File: src/rtl/i2c_arbiter.sv
// Round-robin arbiter sharing one i2c_controller between NUM_REQ requesters.
// Optional per-phase watchdog: define I2C_ARB_TIMEOUT_EN.
module i2c_arbiter #(
  parameter int unsigned NUM_REQ        = 4,
  parameter int unsigned TIMEOUT_CYCLES = 20000
) (
  input  logic                  clk,
  input  logic                  rst_n,
  input  logic [1:0]            mode,
  input  logic [NUM_REQ-1:0]    req,
  input  logic [7*NUM_REQ-1:0]  req_addr,
  input  logic [8*NUM_REQ-1:0]  req_reg,
  input  logic [NUM_REQ-1:0]    req_rw,
  input  logic [16*NUM_REQ-1:0] req_wdata,
  output logic [NUM_REQ-1:0]    grant,
  output logic [NUM_REQ-1:0]    done,
  output logic [NUM_REQ-1:0]    err,
  output logic [15:0]           rdata,
  output logic                  i2c_en,
  output logic [1:0]            i2c_mode,
  output logic [6:0]            i2c_addr,
  output logic [7:0]            i2c_reg,
  output logic                  i2c_rw,
  output logic [15:0]           i2c_din,
  input  logic [15:0]           i2c_dout,
  input  logic                  i2c_busy
);

  localparam int unsigned PTR_W    = (NUM_REQ > 1) ? $clog2(NUM_REQ) : 1;
  localparam int unsigned HOLD_W   = 3;
  localparam int unsigned TO_W     = 16;
  localparam logic [PTR_W-1:0]  PTR_LAST  = PTR_W'(NUM_REQ - 1);
  localparam logic [HOLD_W-1:0] HOLD_LAST = HOLD_W'(3);
  localparam logic [TO_W-1:0]   TO_LAST   = TO_W'(TIMEOUT_CYCLES - 1);

  localparam logic [2:0] S_IDLE    = 3'd0;
  localparam logic [2:0] S_LAUNCH  = 3'd1;
  localparam logic [2:0] S_ACTIVE  = 3'd2;
  localparam logic [2:0] S_DONE    = 3'd3;
  localparam logic [2:0] S_HOLDOFF = 3'd4;

  logic [2:0]         state, state_nxt;
  logic [PTR_W-1:0]   rr_ptr, rr_ptr_nxt;
  logic [HOLD_W-1:0]  hold_cnt, hold_cnt_nxt;
  logic [NUM_REQ-1:0] grant_nxt, done_nxt, err_nxt;
  logic [15:0]        rdata_nxt, din_nxt;
  logic [6:0]         addr_nxt;
  logic [7:0]         reg_nxt;
  logic               en_nxt, rw_nxt, abort, to_hit;
  logic               busy_q, busy_s;
  logic               win_found;
  logic [PTR_W-1:0]   win_idx;
  int unsigned        cand;

  logic [6:0]  addr_arr  [NUM_REQ];
  logic [7:0]  reg_arr   [NUM_REQ];
  logic [15:0] wdata_arr [NUM_REQ];

  // Unreset synchroniser: busy seen during reset is still valid at release
  always_ff @(posedge clk) begin
    busy_q <= i2c_busy;
    busy_s <= busy_q;
  end

  assign i2c_mode = mode;

  for (genvar g = 0; g < NUM_REQ; g++) begin : g_slice
    assign addr_arr[g]  = req_addr[7*g +: 7];
    assign reg_arr[g]   = req_reg[8*g +: 8];
    assign wdata_arr[g] = req_wdata[16*g +: 16];
  end

  // First pending request strictly after rr_ptr, wrapping
  always_comb begin
    win_found = 1'b0;
    win_idx   = rr_ptr;
    cand      = 0;
    for (int unsigned k = 1; k <= NUM_REQ; k++) begin
      cand = (32'(rr_ptr) + k) % NUM_REQ;
      if (!win_found && req[PTR_W'(cand)]) begin
        win_found = 1'b1;
        win_idx   = PTR_W'(cand);
      end
    end
  end

`ifdef I2C_ARB_TIMEOUT_EN
  logic [TO_W-1:0] to_cnt, to_cnt_nxt;

  assign to_hit = (to_cnt == TO_LAST);

  // Fresh budget on each state change; frozen outside LAUNCH/ACTIVE
  always_comb begin
    to_cnt_nxt = to_cnt + TO_W'(1);
    if (state_nxt != state)
      to_cnt_nxt = '0;
    else if (state != S_LAUNCH && state != S_ACTIVE)
      to_cnt_nxt = to_cnt;
  end

  always_ff @(posedge clk or negedge rst_n) begin
    if (!rst_n) to_cnt <= '0;
    else        to_cnt <= to_cnt_nxt;
  end
`else
  logic unused_timeout;
  assign to_hit         = 1'b0;
  assign unused_timeout = ^TO_LAST;
`endif

  always_comb begin
    state_nxt    = state;
    rr_ptr_nxt   = rr_ptr;
    hold_cnt_nxt = hold_cnt;
    grant_nxt    = grant;
    done_nxt     = '0;
    err_nxt      = '0;
    rdata_nxt    = rdata;
    en_nxt       = i2c_en;
    addr_nxt     = i2c_addr;
    reg_nxt      = i2c_reg;
    rw_nxt       = i2c_rw;
    din_nxt      = i2c_din;
    abort        = 1'b0;
    case (state)
      S_IDLE: begin
        if (busy_s) begin
          // controller still finishing a sequence begun before reset
          state_nxt    = S_HOLDOFF;
          hold_cnt_nxt = '0;
        end else if (win_found) begin
          addr_nxt   = addr_arr[win_idx];
          reg_nxt    = reg_arr[win_idx];
          rw_nxt     = req_rw[win_idx];
          din_nxt    = wdata_arr[win_idx];
          grant_nxt  = NUM_REQ'(1) << win_idx;
          rr_ptr_nxt = win_idx;
          en_nxt     = 1'b1;
          state_nxt  = S_LAUNCH;
        end
      end
      S_LAUNCH: begin
        if (busy_s)      state_nxt = S_ACTIVE;
        else if (to_hit) abort     = 1'b1;
      end
      S_ACTIVE: begin
        if (!busy_s) begin
          en_nxt    = 1'b0;
          state_nxt = S_DONE;
        end else if (to_hit) begin
          abort = 1'b1;
        end
      end
      S_DONE: begin
        rdata_nxt    = i2c_dout;
        done_nxt     = grant;
        grant_nxt    = '0;
        hold_cnt_nxt = '0;
        state_nxt    = S_HOLDOFF;
      end
      S_HOLDOFF: begin
        if (busy_s)                     hold_cnt_nxt = '0;
        else if (hold_cnt == HOLD_LAST) state_nxt    = S_IDLE;
        else                            hold_cnt_nxt = hold_cnt + HOLD_W'(1);
      end
      default: state_nxt = S_IDLE;
    endcase
    if (abort) begin
      en_nxt       = 1'b0;
      err_nxt      = grant;
      grant_nxt    = '0;
      hold_cnt_nxt = '0;
      state_nxt    = S_HOLDOFF;
    end
  end

  always_ff @(posedge clk or negedge rst_n) begin
    if (!rst_n) begin
      state    <= S_IDLE;
      rr_ptr   <= PTR_LAST;
      hold_cnt <= '0;
      grant    <= '0;
      done     <= '0;
      err      <= '0;
      rdata    <= '0;
      i2c_en   <= 1'b0;
      i2c_addr <= '0;
      i2c_reg  <= '0;
      i2c_rw   <= 1'b0;
      i2c_din  <= '0;
    end else begin
      state    <= state_nxt;
      rr_ptr   <= rr_ptr_nxt;
      hold_cnt <= hold_cnt_nxt;
      grant    <= grant_nxt;
      done     <= done_nxt;
      err      <= err_nxt;
      rdata    <= rdata_nxt;
      i2c_en   <= en_nxt;
      i2c_addr <= addr_nxt;
      i2c_reg  <= reg_nxt;
      i2c_rw   <= rw_nxt;
      i2c_din  <= din_nxt;
    end
  end

endmodule

File: config.mk
export PLATFORM = sky130hd
export DESIGN_NAME = i2c_arbiter
export DESIGN_NICKNAME = d
export VERILOG_FILES = /design/src/rtl/i2c_arbiter.sv
export SDC_FILE = /design/constraint.sdc
export NUM_CORES = 1
export LEC_CHECK = 0
export CAP_MARGIN = 15
export CORE_MARGIN = 10
export CORE_UTILIZATION = 30
export CTS_BUF_LIST = sky130_fd_sc_hd__clkbuf_4
export CTS_CLUSTER_SIZE = 20
export DETAILED_ROUTE_END_ITERATION = 7
export HOLD_SLACK_MARGIN = 0.15
export PLACE_DENSITY = 0.62
export SLEW_MARGIN = 20
export SYNTH_ARGS = -nofsm -noshare
export SYNTH_HDL_FRONTEND = slang
export SYNTH_SLANG_ARGS = --single-unit
File: constraint.sdc
create_clock -name clk -period 4.8 [get_ports clk]
set_clock_uncertainty 0.2 [all_clocks]
set_input_delay 0.96 -clock clk [delete_from_list [all_inputs] [get_ports clk]]
set_output_delay 0.96 -clock clk [all_outputs]
set_load 0.005 [all_outputs]
==> results by group, run 1 <==
Status
  • Outcome: finished, final reports clean

Detailed routing
  • ANT nets after route: 0
  • DRC: 0
  • Drt total wl: 15.8 mm
  • Iter 0 DRT Violations: about 260
  • Via count: 4018
  • Total iterations of the first detailed-routing run: 4
  • Routed len/inst: 20.0 µm
  • Drt via density: ~5.1

Logic synthesis
  • Post-synthesis sequential area ratio: 40.4%
  • Synth Register Bits: 67
  • Cell taking the most area after synthesis: dfrtp_1
  • Ranking of synthesized cells by area: dfrtp_1 38%, o211ai_2 9.1%, nand2_1 8.1%
  • Cells after Synth: ~420
  • Synth top area share: 38.1%
  • Synth Cell Area: approximately 4100 µm²
  • Avg Synthesized Cell Area: 9.93 µm²
  • Distinct cell type count after synthesis: 42
  • Synth warn: 0

Finish
  • Layout cells sized above 1: 12.1%
  • Area grow syn2layout: 55.6%
  • Fill cells: 1295
  • Post-Layout Cell Count: 787
  • Most common cell after layout, fill and taps aside: clkdlybuf4s50_1
  • Layout Nets: 760
  • Most frequent cells in the layout: 206 x clkdlybuf4s50_1, 89 x nand2_1, 63 x dfrtp_1

Floorplanning
  • Top-Level Pins: 216
  • Die Wd: 137 µm
  • Total die area: 18900 µm²
  • Core footprint: 13300 µm²
  • # rows: 42
  • Initial Utilization: 31.0%
  • Die height: 137 µm

Critical path
  • Setup CP Type: input pin to flip-flop
  • Largest stage delay, worst path: between 0.5 and 0.6 ns
  • CP Data Required Time: about 4.9 ns
  • Crit-path slowest cell: or2_2
  • CP Max Fanout: 20
  • CP Cell Sequence: clkdlybuf4s50_1 -> nor2b_1 -> o21bai_1 -> a21oi_1 -> or2_2 -> buf_4 -> o211ai_2
  • Crit end category: flip-flop
  • Arrival time worst endpoint: ~3.3 ns
  • Setup crit start kind: input pin

Clocking
  • H-tree Lvls: 3
  • CTS Sinks: 67
  • CTS tree: yes
  • CTS Buf Count: 9
  • CTS max path bufs: 2
  • Clock latency on the worst-skew pair: 0.40 ns
  • Clock transition at path regs: 0.11 ns
  • Clk root buf: clkbuf_4
  • Post-CTS Resized: 0

Power
  • Power Density: 466 nW/µm²
  • Leakage: 2.74 nW
  • Clock power share: 12.5%
  • Part of the power in combinational logic: 55.4%
  • Flop pwr share: 32.1%
  • VDD IR max: 0.194 mV
  • Sw Pwr: 0.00115 W
  • Sw frac: between 30% and 40%
  • P_int: ~0.0018 W

Timing
  • Tcrit/Tclk final: approximately two thirds
  • Hold Vio Cnt, Final: 0
  • Final setup TNS: 0 ns
  • Slew @ Worst Pin: 0.996 ns
  • Max-Slew Margin vs Limit: between 30% and 40%
  • Min Tclk post-route: 3.15 ns
  • Final setup vio count: 0
  • Slew Viols, Final: 0
  • RSZ-0062 raised after global routing: false
  • F_max: 0.318 GHz

Global route
  • Antenna violations before repair: 0
  • Pin count of the biggest net entering global routing: 46
  • GRT Residual Overflow: 0
  • Overall routing resource usage: 16.2%
  • First-pass GRT wire length: 24.0 mm
  • Number of global-route vias before repair: 4337

Flow run
  • Max Cap Viol: 0

Placed design
  • Port bufs: slightly above 200
  • Dpl hpwl: approximately 12 mm
  • Placed Instances: just under 800
  • Placer Congestion: ~0.79

Hold path
  • Hold Crit Class: flip-flop to flip-flop
-- metal layers --
layer  part of all wire, %  global-route usage (%)  vias to the layer above
li1                      -                       -                     1888
met1                    39                    18.0                     1922
met3                    11                    6.96                       29
met5                     0                       0                        -
met2                    49                    27.4                      179
met4                   2.1                    5.27                        0
-- through the flow --
| step | setup WS [ns] | utilization, % | power (W) | cell area, µm² | hold slack (ns) |
|---|---|---|---|---|---|
| final | 1.65 | 48.2 | 0.00300 | 6430 | 0.286 |
| after global placement | 1.30 | 47.1 | 0.00262 | 6280 | 0.114 |
| after global routing | 1.55 | 48.2 | 0.00323 | 6430 | 0.315 |
| after CTS | 1.67 | 48.1 | 0.00304 | 6430 | 0.289 |
| after detailed placement | 1.24 | 47.1 | 0.00266 | 6280 | 0.115 |
| after floorplan | 2.30 | - | 0.00186 | 4140 | 0.110 |
-- final timing paths --
path | start | to | slack, ns | cells after the start
setup / recovery | req[3] | i2c_din[11] | 1.65 | 7
hold / removal | rdata[12] | rdata[12] | 0.29 | 2
setup reg to reg | rr_ptr[0] | i2c_din[6] | 2.35 | 7
hold reg to reg | rdata[12] | rdata[12] | 0.29 | 2
max in group asynchronous | rst_n | rr_ptr[1] | 3.27 | 2
min in group asynchronous | rst_n | i2c_reg[2] | 0.35 | 1
-- final cells by class --
class                   count  area, µm²  share of cell area, %
multi-input cells         304       2220                   34.6
repair buffers            220       2170                   33.7
inverters                   3       11.3                  0.175
well taps                 176        220                   3.42
clock buffers              12       90.1                   1.40
diodes                      1       2.50                 0.0389
clock inverters             4       43.8                  0.681
flip-flops and latches     67       1670                   26.0
-- power by group through the flow --
| stage | registers [W] | logic [W] | clock network (W) |
|---|---|---|---|
| 2_1_floorplan | 0.000958 | 0.000898 | 0 |
| 3_3_place_gp | 0.000964 | 0.00166 | 0 |
| 3_5_place_dp | 0.000974 | 0.00169 | 0 |
| 4_1_cts | 0.000963 | 0.00169 | 0.000387 |
| 5_1_grt | 0.000994 | 0.00181 | 0.000422 |
| 6_report | 0.000962 | 0.00166 | 0.000374 |
-- worst max-delay path, delay by kind of cell --
| kind | cells | cell delay (ns) |
|---|---|---|
| buf+inv | 2 | 0.85 |
| simple gates | 2 | 0.89 |
| compound gates | 3 | 0.55 |
-- synthesized netlist by cell type (all sizes together) --
cell type / instances
nand2b: 3
o21ai: 6
or4: 1
o22ai: 1
nor2: 4
a2111oi: 1
o21ba: 1
buf: 21
a21oi: 6
nand2: 90
conb: 1
or3b: 1
nor4: 1
a211oi: 1
o211ai: 32
a21bo: 32
mux2i: 32
o21a: 1
o21bai: 2
dfxtp: 2
inv: 3
clkbuf: 24
nand3: 1
and2: 4
o31ai: 32
nor2b: 4
nand3b: 1
a22o: 2
ha: 2
or2: 2
nor3b: 1
nand4: 32
nor3: 4
dfstp: 2
dfrtp: 63
-- timing repair --
item,in CTS,in global routing
hold buffers,1,0
endpoints found under the hold margin,1,0
setup buffers,0,0
-- logic make-up (layout without fill, tap and decap cells) --
kind of cell | after synthesis | after routing | share of synthesized area, %
muxes | 32 | 32 | 7.75
buffers and inverters | 48 | 239 | 6.90
adders and majority gates | 2 | 2 | 0.605
AOI/OAI and AO/OA | 117 | 117 | 26.5
DFF | 67 | 67 | 40.4
and+or+nand+nor | 149 | 149 | 17.7
other | 1 | 5 | 0.0907
No activity file was read; power rests on OpenSTA's default activity.
==> run 2: changes to the inputs <==
Clock period 4.8 ns to 3.2 ns, I/O delays scaled along.
==> results by group, run 2 (synthesis gave the netlist of run 1 again) <==
Detailed routing
  • Routed len/inst: 19.7 µm (-1.7%)
  • Drt via density: 5.00 (-2.1%)
  • DRC: 0 (unchanged)
  • Drt total wl: 15.7 mm (-0.10%)
  • ANT nets after route: 0 (unchanged)
  • Via count: 4000 (-0.45%)
  • Iter 0 DRT Violations: 177 (-33%)
  • Total iterations of the first detailed-routing run: 4 (unchanged)

Timing
  • Min Tclk post-route: 2.77 ns
  • Final setup TNS: 0 ns (unchanged)
  • Tcrit/Tclk final: approximately 86%
  • Slew @ Worst Pin: 0.956 ns (-0.0395 ns)
  • Slew Viols, Final: 0 (unchanged)
  • F_max: 0.362 GHz
  • Max-Slew Margin vs Limit: 36.1% (+2.7 points)
  • Final setup vio count: 0 (unchanged)
  • RSZ-0062 raised after global routing: false
  • Hold Vio Cnt, Final: 0 (unchanged)

Placed design
  • Placer Congestion: 0.810 (+2.4%)
  • Dpl cell area: 6430 µm² (+2.4%)
  • Dpl hpwl: 12.4 mm (+3.1%)
  • Port bufs: 207 (unchanged)

Finish
  • Most frequent cells in the layout: 206 x clkdlybuf4s50_1, 89 x nand2_1, 63 x dfrtp_1
  • FF/Latch Area: 1670 µm² (unchanged)
  • Finished Cell Area: 6560 µm² (+2.0%)
  • ANT cells: 0 (-1)
  • Layout cells sized above 1: 13.8% (+1.7 points)
  • Area of the multi-input gates: 2220 µm² (unchanged)
  • Fill cells: 1280 (-1.2%)
  • Layout Nets: 774 (+1.8%)
  • Most common cell after layout, fill and taps aside: clkdlybuf4s50_1
  • Area grow syn2layout: 58.7%

Power
  • Sw frac: 38.6% (+0.36 points)
  • Flop pwr share: 32.2% (about the same)
  • Clock power share: 10.7% (-1.8 points)
  • Leakage: 2.81 nW (+2.5%)
  • P_int: 0.00276 W (+49%)
  • VDD IR max: 0.225 mV (+16%)
  • Part of the power in combinational logic: 57.1% (+1.7 points)
  • Power Density: 684 nW/µm² (+47%)
  • Sw Pwr: 0.00173 W (+51%)

Critical path
  • Largest stage delay, worst path: 0.81 ns (+0.27 ns)
  • Arrival time worst endpoint: 2.91 ns (-0.36 ns)
  • Setup crit start kind: input pin
  • CP Data Required Time: 3.34 ns (-1.58 ns)
  • Setup CP Type: input pin to flip-flop
  • CP Depth: 7 (unchanged)
  • Reg2Reg Depth: 6 (-1)
  • Crit path max-delay family: compound AO/OA/AOI/OAI gates
  • Crit end category: flip-flop
  • CP Max Fanout: 25 (+25%)
  • CP Cell Sequence: clkdlybuf4s50_1 -> nor2b_1 -> nor3_1 -> a211oi_4 -> buf_4 -> a21bo_2 -> o211ai_1
  • Critical path buffers and inverters: 2 (unchanged)
  • Crit-path slowest cell: a211oi_4

Clocking
  • CTS max path bufs: 2 (unchanged)
  • Clock transition at path regs: 0.12 ns (about the same)
  • CTS tree: yes
  • Clock latency on the worst-skew pair: 0.41 ns (about the same)
  • Clk root buf: clkbuf_4
  • CTS Sinks: 67 (unchanged)
  • H-tree Lvls: 3 (unchanged)
  • Post-CTS Setup Repair Bufs: 0 (unchanged)
  • CTS Buf Count: 9 (unchanged)

Flow run
  • Max Cap Viol: 0 (unchanged)

Floorplanning
  • Initial Utilization: 31.0% (unchanged)
  • Top-Level Pins: 216 (unchanged)
  • Die height: 137 µm (unchanged)
  • Core footprint: 13300 µm² (unchanged)
  • Die Wd: 137 µm (unchanged)
  • Total die area: 18900 µm² (unchanged)
  • # rows: 42 (unchanged)

Global route
  • First-pass GRT wire length: 24.0 mm (+0.26%)
  • Pin count of the biggest net entering global routing: 45 (-2.2%)
  • Antenna violations before repair: 0 (unchanged)
  • Number of global-route vias before repair: 4382 (+1.0%)
  • Overall routing resource usage: 16.3% (+0.10 points)
  • GRT Residual Overflow: 0 (unchanged)

Hold path
  • Worst hold stages: 2 (unchanged)
  • Hold Crit Class: flip-flop to flip-flop

Status
  • Outcome: finished, final reports clean
==> run 2: repair_timing <==
action                    CTS  global route
hold endpoints to repair   21             0
resized for setup           0             0
hold buffers                2             0
==> run 2: cell type report <==
| class | instances | area share (%) |
|---|---|---|
| well taps | 176 | 3.36 |
| multi-input cells | 304 | 33.9 |
| flip-flops and latches | 67 | 25.4 |
| clock inverters | 6 | 0.515 |
| inverters | 3 | 0.172 |
| repair buffers | 234 | 35.4 |
| clock buffers | 10 | 1.14 |
==> run 2: power by group through the flow <==
stage / registers [W] / clock network [W] / logic (W)
floorplan: 0.00144 / 0 / 0.00135
CTS: 0.00145 / 0.000503 / 0.00261
finish: 0.00145 / 0.000481 / 0.00256
detailed placement: 0.00146 / 0 / 0.00260
global route: 0.00149 / 0.000552 / 0.00280
global placement: 0.00145 / 0 / 0.00254
==> run 2: through the flow <==
stage               setup slack [ns]  hold WS (ns)  instances  total power (W)  utilization [%]
floorplan                       1.02         0.110        419          0.00278                -
global placement              0.0874         0.115        782          0.00400             48.2
detailed placement            0.0302         0.116        782          0.00406             48.2
CTS                            0.476         0.299        800          0.00456             49.1
global route                   0.291         0.318        800          0.00484             49.1
finish                         0.434         0.295        800          0.00449             49.1
==> run 2: tightest hold or removal path, stage by stage (launching register included) <==
cell     delay (ns)
dfrtp_1        0.36
nand2_1        0.05
nand2_1        0.06
==> run 2: worst paths after layout <==
check	start	endpoint	slack (ns)
worst max-delay path	req[1]	i2c_din[2]	0.43
worst min-delay path	rdata[6]	rdata[6]	0.29
worst max register to register	rr_ptr[0]	i2c_din[2]	0.60
worst min register to register	rdata[6]	rdata[6]	0.29
max in group asynchronous	rst_n	rr_ptr[1]	1.54
min in group asynchronous	rst_n	i2c_din[5]	0.57
==> run 2: metal layers <==
metal	track usage [%]	routed length, µm	part of all wire (%)	vias to the layer above
met5	0	0	0	-
met4	6.15	361	2.3	0
met3	5.75	1410	9.0	22
met2	27.2	7570	48	176
met1	18.8	6400	41	1879
li1	-	-	-	1923
